File: config.mk
export PLATFORM = sky130hd
export DESIGN_NAME = rom_arbiter
export DESIGN_NICKNAME = d
export VERILOG_FILES = /design/src/rtl/rom_arbiter.sv
export SDC_FILE = /design/constraint.sdc
export NUM_CORES = 1
export LEC_CHECK = 0
export ABC_AREA = 1
export ABC_CLOCK_PERIOD_IN_PS = 5300
export CAP_MARGIN = 20
export CORE_UTILIZATION = 43
export CTS_CLUSTER_DIAMETER = 80
export DETAILED_ROUTE_END_ITERATION = 8
export PLACE_DENSITY_LB_ADDON = 0.12
export RECOVER_POWER = 100
export SLEW_MARGIN = 0
export SYNTH_ARGS = -nofsm -noshare
export SYNTH_HDL_FRONTEND = slang
export SYNTH_SLANG_ARGS = --single-unit
File: constraint.sdc
create_clock -name pclk -period 5.3 [get_ports pclk]
set_input_delay 0.795 -clock pclk [delete_from_list [all_inputs] [get_ports pclk]]
set_output_delay 0.795 -clock pclk [all_outputs]
set_load 0.02 [all_outputs]
File: src/rtl/rom_arbiter.sv
// Purpose: shares one synchronous image ROM read port among N_REQ draw stages, with a tagged return path.
// Latency: gnt/rom_addr are registered one pclk after req; rvalid/rdata follow ROM_LAT pclk after gnt.
// Backpressure: req/gnt only; a just-granted requester is masked for one edge, and returns are never stalled.
// Build option ROM_ARB_FIXED_PRIO_EN: lowest eligible index wins and the round-robin pointer is dropped.
module rom_arbiter #(
  parameter int N_REQ   = 4,
  parameter int ADDR_W  = 12,
  parameter int DATA_W  = 12,
  parameter int ROM_LAT = 1
) (
  input  logic                    pclk,
  input  logic                    rst_n,
  input  logic [N_REQ-1:0]        req,
  input  logic [N_REQ*ADDR_W-1:0] addr_in,
  output logic [N_REQ-1:0]        gnt,
  output logic [ADDR_W-1:0]       rom_addr,
  input  logic [DATA_W-1:0]       rom_data,
  output logic [DATA_W-1:0]       rdata,
  output logic [N_REQ-1:0]        rvalid
);

  localparam int IDX_W = (N_REQ > 1) ? $clog2(N_REQ) : 1;

  logic [N_REQ-1:0]  elig;
  logic              lo_vld;
  logic [IDX_W-1:0]  lo_idx;
  logic              win_vld;
  logic [IDX_W-1:0]  win_idx;
  logic [N_REQ-1:0]  win_oh;
  logic [ADDR_W-1:0] win_addr;
  logic [N_REQ-1:0]  ret_oh;

  // Tag pipe: one {valid, index} entry per cycle of ROM latency.
  logic              tag_vld [ROM_LAT];
  logic [IDX_W-1:0]  tag_idx [ROM_LAT];

  // A requester granted this cycle sits out the next edge so a held req is not served twice.
  assign elig = req & ~gnt;

  // Lowest eligible index overall; this is the fixed-priority winner and the round-robin wrap-around case.
  always_comb begin
    lo_vld = 1'b0;
    lo_idx = '0;
    for (int i = N_REQ - 1; i >= 0; i--) begin
      if (elig[i]) begin
        lo_vld = 1'b1;
        lo_idx = IDX_W'(i);
      end
    end
  end

`ifdef ROM_ARB_FIXED_PRIO_EN
  // Fixed priority: the lowest eligible index always wins.
  always_comb begin
    win_vld = lo_vld;
    win_idx = lo_idx;
  end
`else
  logic             hi_vld;
  logic [IDX_W-1:0] hi_idx;
  logic [IDX_W-1:0] ptr;

  // Round robin: lowest eligible index at or above ptr, otherwise wrap to the lowest eligible overall.
  always_comb begin
    hi_vld = 1'b0;
    hi_idx = '0;
    for (int i = N_REQ - 1; i >= 0; i--) begin
      if (elig[i] && (IDX_W'(i) >= ptr)) begin
        hi_vld = 1'b1;
        hi_idx = IDX_W'(i);
      end
    end
    win_vld = hi_vld | lo_vld;
    win_idx = hi_vld ? hi_idx : lo_idx;
  end

  // The pointer moves just past the winner so it has the lowest priority next time.
  always_ff @(posedge pclk or negedge rst_n) begin
    if (!rst_n) begin
      ptr <= '0;
    end else if (win_vld) begin
      if (win_idx == IDX_W'(N_REQ - 1)) ptr <= '0;
      else                              ptr <= win_idx + 1'b1;
    end
  end
`endif

  // Winner one-hot, the winner's address, and the one-hot owner of the returning data.
  always_comb begin
    win_oh   = '0;
    ret_oh   = '0;
    win_addr = '0;
    for (int i = 0; i < N_REQ; i++) begin
      if (IDX_W'(i) == win_idx) begin
        win_oh[i] = 1'b1;
        win_addr  = addr_in[i*ADDR_W +: ADDR_W];
      end
      if (IDX_W'(i) == tag_idx[ROM_LAT-1]) ret_oh[i] = 1'b1;
    end
  end

  // Grant pulse and ROM address; the address holds when nobody wins.
  always_ff @(posedge pclk or negedge rst_n) begin
    if (!rst_n) begin
      gnt      <= '0;
      rom_addr <= '0;
    end else begin
      gnt <= win_vld ? win_oh : '0;
      if (win_vld) rom_addr <= win_addr;
    end
  end

  // Tag shift register tracking which requester owns each read in flight.
  always_ff @(posedge pclk or negedge rst_n) begin
    if (!rst_n) begin
      for (int i = 0; i < ROM_LAT; i++) begin
        tag_vld[i] <= 1'b0;
        tag_idx[i] <= '0;
      end
    end else begin
      tag_vld[0] <= win_vld;
      tag_idx[0] <= win_idx;
      for (int i = 1; i < ROM_LAT; i++) begin
        tag_vld[i] <= tag_vld[i-1];
        tag_idx[i] <= tag_idx[i-1];
      end
    end
  end

  // Return stage: capture ROM data for the tagged owner; rdata holds between returns.
  always_ff @(posedge pclk or negedge rst_n) begin
    if (!rst_n) begin
      rdata  <= '0;
      rvalid <= '0;
    end else if (tag_vld[ROM_LAT-1]) begin
      rdata  <= rom_data;
      rvalid <= ret_oh;
    end else begin
      rvalid <= '0;
    end
  end

endmodule

==> impl_results.md, run 1 <==
- Status: finished with violations
- Failing checks: max-capacitance violations, max-slew violations
- Clk_lat worst skew: 0.28 ns
- Residual DRC count: 0
- Final WS setup: 1.978 ns
- Clock Sink Count: 37
- Hold_ws: 0.4579 ns
- Port-buffer cells: 97
- Vias in the first global route: 1890
- Post-synthesis sequential area ratio: 47.53%
- Vias: 1930
- Post-Synth Adder-Cell Area: 2.569%
- Setup_tns: 0 ns
- Worst EP required: 5.52 ns
- Final global-route overflow total: 0
- DIE AREA: 4804 sq um
- Synth Area in XOR/XNOR: 0%
- Max Root-Sink Buffers: 2
- Layout area overhead: 52.92%
- Crit path max fanout: 14
- HP Class: reg2reg
- Final setup fails: 0
- Max-cap viol count: 1
- Syn_area_per_cell: 7.493 sq um
- Met3 wire len: 260 um
- Setup WS pre-CTS: 1.994 ns
- Fmax: 301.1 MHz
- Met1 wire length: 1982 um
- Worst slew margin relative to its limit: -29.03%
- Dominant cells by area after synthesis: dfrtp_1 48%, nand2_1 25%, nand3_1 4.4%
- H-tree depth: 2
- Post-synthesis cell area: 1948 sq um
- Pre-antenna DRT Iters: 5
- Antenna Cells: 0
- Tot GR Track Use: 22.36%
- Critical path cell sequence: dlygate4sd3_1, nand3_1, nand2_1, nor2_1, a21oi_1, inv_1, ha_1, nor2_1, nand2_1, nand2_1, nand3_1, nand2_1, nand2_1, nand2_1
- PostCTS Resize Cnt: 0
- Starting density of the core: 44.74%
- Core area: 4354 sq um
- Period utilization: 62.67%
- Share of layout cells above drive strength 1: 4.802%
- Layout Utilization: 68.42%
- Fraction of synthesized area in multiplexers: 0%
- Syn nets: 330
- Cell taking the most area after synthesis: dfrtp_1
- Largest family of logic cells by synthesized area: simple AND/OR/NAND/NOR gates
- Uppermost routed layer: met4
- Post-synth top area share: 47.53%
- Clock transition at path regs: 0.07 ns
- Clock Skews: 0.003939 ns
- Die width: 69.31 um
- Num rows: 24
- Register bit count reported by yosys: 37
- Crit start category: input port
- ANT nets after route: 0
- CTS root buf: clkbuf_8
- Height of the chip: 69.31 um
- Post-layout minimum cycle time: 3.322 ns
- Leak pwr: 1.493 nW
- Yosys warns: 0
- Final wirelength: 5000 um
- GP Congestion: 0.8159
- Simple-gate area share of the yosys netlist: 39.37%
- Delay-heaviest family, CP: simple AND/OR/NAND/NOR gates
- Iter 0 DRT Violations: 91
- Routed vias/inst: 4.754
- First-pass GRT wire length: 8590 um
- Num CTS Buffers: 5
- Synth Area in Compound Gates: 3.854%
- RSZ-0062 raised after global routing: false
- Commonest non-fill, non-tap cell in the layout: nand2_1
- Hold_buf cts: 0
- Filler Cells Inserted: 388
- Critical path capture point type: flop
- Arr. time, crit path: 3.54 ns
- Slowest stage delay, CP: 0.67 ns
- VDD IR-drop max: 0.3779 mV
- Pwr Total: 1.545 mW
- Initial antenna violation count: 0
- WL met2: 2669 um
- Most frequent cells in the layout: 132 x nand2_1, 63 x clkdlybuf4s50_1, 37 x dfrtp_1
- Netlist cell types: 22
- Drt wl/cell: 12.32 um
- Final HPWL DP: 3817 um
- Final Hold Vio Count: 0
- Fin nets: 424
- Num ports: 98
- Actual slew at the worst max-slew pin: 1.935 ns
- Critical path's slowest cell: nor2_1
- Worst Setup Path Type: in2reg
- Postcts setup bufs: 0
- CTS tree: yes
- Buf+Inv Stages, Crit Path: 2
- Top cell by count, worst path: nand2_1
- Final max-slew violation count: 38
- Post-Syn Instances: 260
- P per Cell Area: 518.7 nW/um^2
- Pin count of the biggest net entering global routing: 38
kinds of logic (layout without fill, tap and decap cells):
family / Yosys count / in the layout
buffers and inverters: 26 / 120
and+or+nand+nor: 178 / 178
DFF: 37 / 37
adders and majority gates: 4 / 4
AOI/OAI and AO/OA: 15 / 15
synthesized netlist by cell type:
library cell / instances
or2_0: 11
nand4_4: 1
buf_6: 3
ha_1: 4
or2_1: 1
nor3_1: 4
nand2_2: 2
nand4_1: 1
o21ai_1: 1
nor2_1: 7
dfrtp_1: 37
buf_2: 3
inv_4: 1
nand2_4: 2
nand2_1: 131
buf_4: 1
inv_2: 7
a21oi_1: 14
clkbuf_1: 3
inv_1: 8
nor2_2: 1
nand3_1: 17
through the flow:
| step | instance area (sq um) | instances |
|---|---|---|
| floorplan | 1948 | 260 |
| global placement | 2912 | 399 |
| detailed placement | 2912 | 399 |
| CTS | 3002 | 406 |
| global route | 2979 | 406 |
| finish | 2979 | 406 |
path summary, 6_finish.rpt:
kind,to,slack [ns],depth (start not counted),startpoint
min in group asynchronous,gnt[0]$_DFF_PN0_,1.05,1,rst_n
max in group asynchronous,rom_addr[0]$_DFFE_PN0N_,3.14,1,rst_n
min,rvalid[2]$_DFF_PN0_,0.46,1,tag_idx[0]$_DFF_PN0_
max,rom_addr[10]$_DFFE_PN0N_,1.98,14,req[1]
max reg2reg,rom_addr[10]$_DFFE_PN0N_,2.58,14,ptr[1]$_DFFE_PN0N_
min reg2reg,rvalid[2]$_DFF_PN0_,0.46,1,tag_idx[0]$_DFF_PN0_
state kept, by name, summed over array words and instances, names as in the netlist:
signal	count
tag_vld	1
rdata	12
rom_addr	12
tag_idx	2
ptr	2
gnt	4
rvalid	4
layout make-up:
cell class	instances	area [sq um]	share of cell area, %
multi-input cells	197	872.1	29.27
inverters	16	61.31	2.058
flip-flops and latches	37	925.9	31.08
repair buffers	97	964.7	32.38
well taps	52	65.06	2.184
clock inverters	1	7.507	0.2520
clock buffers	6	82.58	2.772
power by group:
| part | internal [mW] | switching, mW |
|---|---|---|
| clock | 0.103 | 0.0973 |
| sequential | 0.392 | 0.0575 |
| combinational | 0.352 | 0.544 |
worst reg2reg max path: stages, from the launching register on:
cell and delay, ns:
dfrtp_1 0.39, inv_1 0.09, nand3_1 0.12, nand2_1 0.11, nor2_1 0.04, a21oi_1 0.24, inv_1 0.11, ha_1 0.37
nor2_1 0.67, nand2_1 0.12, nand2_1 0.09, nand3_1 0.06, nand2_1 0.10, nand2_1 0.05, nand2_1 0.09
routing by layer:
layer | vias to the layer above | GRT usage (%)
met3 | 10 | 6.395
met5 | - | 0
met4 | 0 | 6.349
li1 | 985 | -
met2 | 60 | 40.45
met1 | 875 | 25.48
No activity file was read; power rests on OpenSTA's default activity.
==> inputs of run 2 (changes only) <==
--- a/config.mk
+++ b/config.mk
@@ -6,9 +6,9 @@
 export NUM_CORES = 1
 export LEC_CHECK = 0
 export ABC_AREA = 1
-export ABC_CLOCK_PERIOD_IN_PS = 5300
+export ABC_CLOCK_PERIOD_IN_PS = 3300
 export CAP_MARGIN = 20
-export CORE_UTILIZATION = 43
+export CORE_UTILIZATION = 40
 export CTS_CLUSTER_DIAMETER = 80
 export DETAILED_ROUTE_END_ITERATION = 8
 export PLACE_DENSITY_LB_ADDON = 0.12
==> constraint.sdc (replaced) <==
create_clock -name pclk -period 3.3 [get_ports pclk]
set_input_delay 0.495 -clock pclk [delete_from_list [all_inputs] [get_ports pclk]]
set_output_delay 0.495 -clock pclk [all_outputs]
set_load 0.02 [all_outputs]
==> impl_results.md, run 2 (synthesis results as in run 1) <==
- Clock transition at path regs: 0.08 ns
- Residual DRC count: 0
- H-tree depth: 2
- Pwr Total: 2.590 mW
- First-pass GRT wire length: 8473 um
- CTS tree: yes
- Max Root-Sink Buffers: 2
- Final Hold Vio Count: 0
- Num CTS Buffers: 5
- Layout Utilization: 64.35%
- Pre-antenna DRT Iters: 4
- Num ports: 98
- Leak pwr: 1.508 nW
- Top flop regs: rdata (12), rom_addr (12)
- Port-buffer cells: 97
- Status: finished with violations
- Share of layout cells above drive strength 1: 5.602%
- Top cell by count, worst path: nand2_1
- Most frequent cells in the layout: 132 x nand2_1, 63 x clkdlybuf4s50_1, 37 x dfrtp_1
- Clk_lat worst skew: 0.29 ns
- Die width: 71.79 um
- Vias in the first global route: 1896
- Multi-input gate area: 869.6 sq um
- Final global-route overflow total: 0
- Routed vias/inst: 4.779
- Clock Sink Count: 37
- Storage element area: 925.9 sq um
- Iter 0 DRT Violations: 69
- RR Startpoint: gnt[0]$_DFF_PN0_
- RSZ-0062 raised after global routing: false
- Height of the chip: 71.79 um
- Hold EP: rvalid[0]$_DFF_PN0_
- Vias: 1964
- Setup_tns: 0 ns
- Critical path cell sequence: dlygate4sd3_1, nand2_1, clkinv_1, nand2_1, nand2_1, a21oi_1, ha_1, inv_1, nand3_1, nand2_1, nand2_1, nand2_1
- CTS root buf: clkbuf_8
- Commonest non-fill, non-tap cell in the layout: nand2_1
- Starting density of the core: 41.52%
- Tot GR Track Use: 21.31%
- Worst EP required: 3.47 ns
- P per Cell Area: 857.8 nW/um^2
- R2R depth: 13
- HP Class: reg2reg
- Final max-slew violation count: 38
- Postcts setup bufs: 0
- Fmax: 377.6 MHz
- Clock Skews: 0.007408 ns
- Slowest stage delay, CP: 0.55 ns
- R2R setup slack: 1.01 ns
- Reg-to-Reg End: rom_addr[0]$_DFFE_PN0N_
- Final wirelength: 5186 um
- Drt wl/cell: 12.62 um
- Pin count of the biggest net entering global routing: 38
- Failing checks: max-capacitance violations, max-slew violations
- Final HPWL DP: 3911 um
- Crit start category: input port
- Worst Setup Path Type: in2reg
- ANT nets after route: 0
- GP Congestion: 0.8636
- Antenna Cells: 0
- Critical path's slowest cell: dlygate4sd3_1
- Final setup fails: 0
- Filler Cells Inserted: 437
- Fin nets: 426
- Num rows: 25
- Max-cap viol count: 1
- Arr. time, crit path: 2.82 ns
- Initial antenna violation count: 0
- Critical path capture point type: flop
- Hold_buf cts: 0
- PostCTS Resize Cnt: 0
- Core area: 4692 sq um
- Period utilization: 80.26%
- Hold depth: 1
- Hold_ws: 0.4700 ns
- Post-layout minimum cycle time: 2.649 ns
- Worst slew margin relative to its limit: -32.31%
- Hold_sp: tag_idx[1]$_DFF_PN0_
- VDD IR-drop max: 0.5097 mV
- Crit path max fanout: 13
- Layout area overhead: 54.98%
- DIE AREA: 5153 sq um
- Actual slew at the worst max-slew pin: 1.985 ns
run 2: layer usage:
metal	share of wire (%)	track usage [%]	routed length, um	up-vias
met4	2.3	7.625	120	0
met2	53	38.78	2724	57
met1	41	23.90	2112	905
li1	-	-	-	989
met5	0	0	0	-
met3	4.4	5.626	230	13
run 2: layout make-up:
class                   instances  share of cell area (%)
clock buffers                   5                   2.279
inverters                      16                   2.031
clock inverters                 3                   1.533
well taps                      54                   2.238
repair buffers                 99                   32.45
flip-flops and latches         37                   30.67
multi-input cells             197                   28.80
run 2: worst max-delay path by stage:
stage | start | endpoint | slack [ns] | depth (start not counted)
final | req[0] | rom_addr[0]$_DFFE_PN0N_ | 0.65 | 12
after detailed placement | req[0] | rom_addr[2]$_DFFE_PN0N_ | 0.45 | 13
after global routing | req[0] | rom_addr[0]$_DFFE_PN0N_ | 0.39 | 12
after global placement | req[0] | rom_addr[0]$_DFFE_PN0N_ | 0.53 | 13
after CTS | req[0] | rom_addr[0]$_DFFE_PN0N_ | 0.75 | 13
after floorplan | gnt[0]$_DFF_PN0_ | rom_addr[3]$_DFFE_PN0N_ | 1.33 | 16
run 2: power breakdown:
| part | switching [mW] | internal (mW) |
|---|---|---|
| Sequential | 0.0925 | 0.629 |
| Clock | 0.177 | 0.226 |
| Combinational | 0.882 | 0.583 |
run 2: stage by stage:
step           cell area, sq um  worst slack [ns]  cells
2_1_floorplan              1948             1.333    260
3_3_place_gp               2929            0.5306    403
3_5_place_dp               2929            0.4515    403
4_1_cts                    3044            0.7458    411
5_1_grt                    3019            0.3856    411
6_report                   3019            0.6514    411
run 2: critical path, delay by kind of cell:
kind / cells / cell delay (ns)
fa+ha+maj: 1 / 0.48
compound gates: 1 / 0.26
simple gates: 7 / 0.64
buf+inv: 3 / 0.93
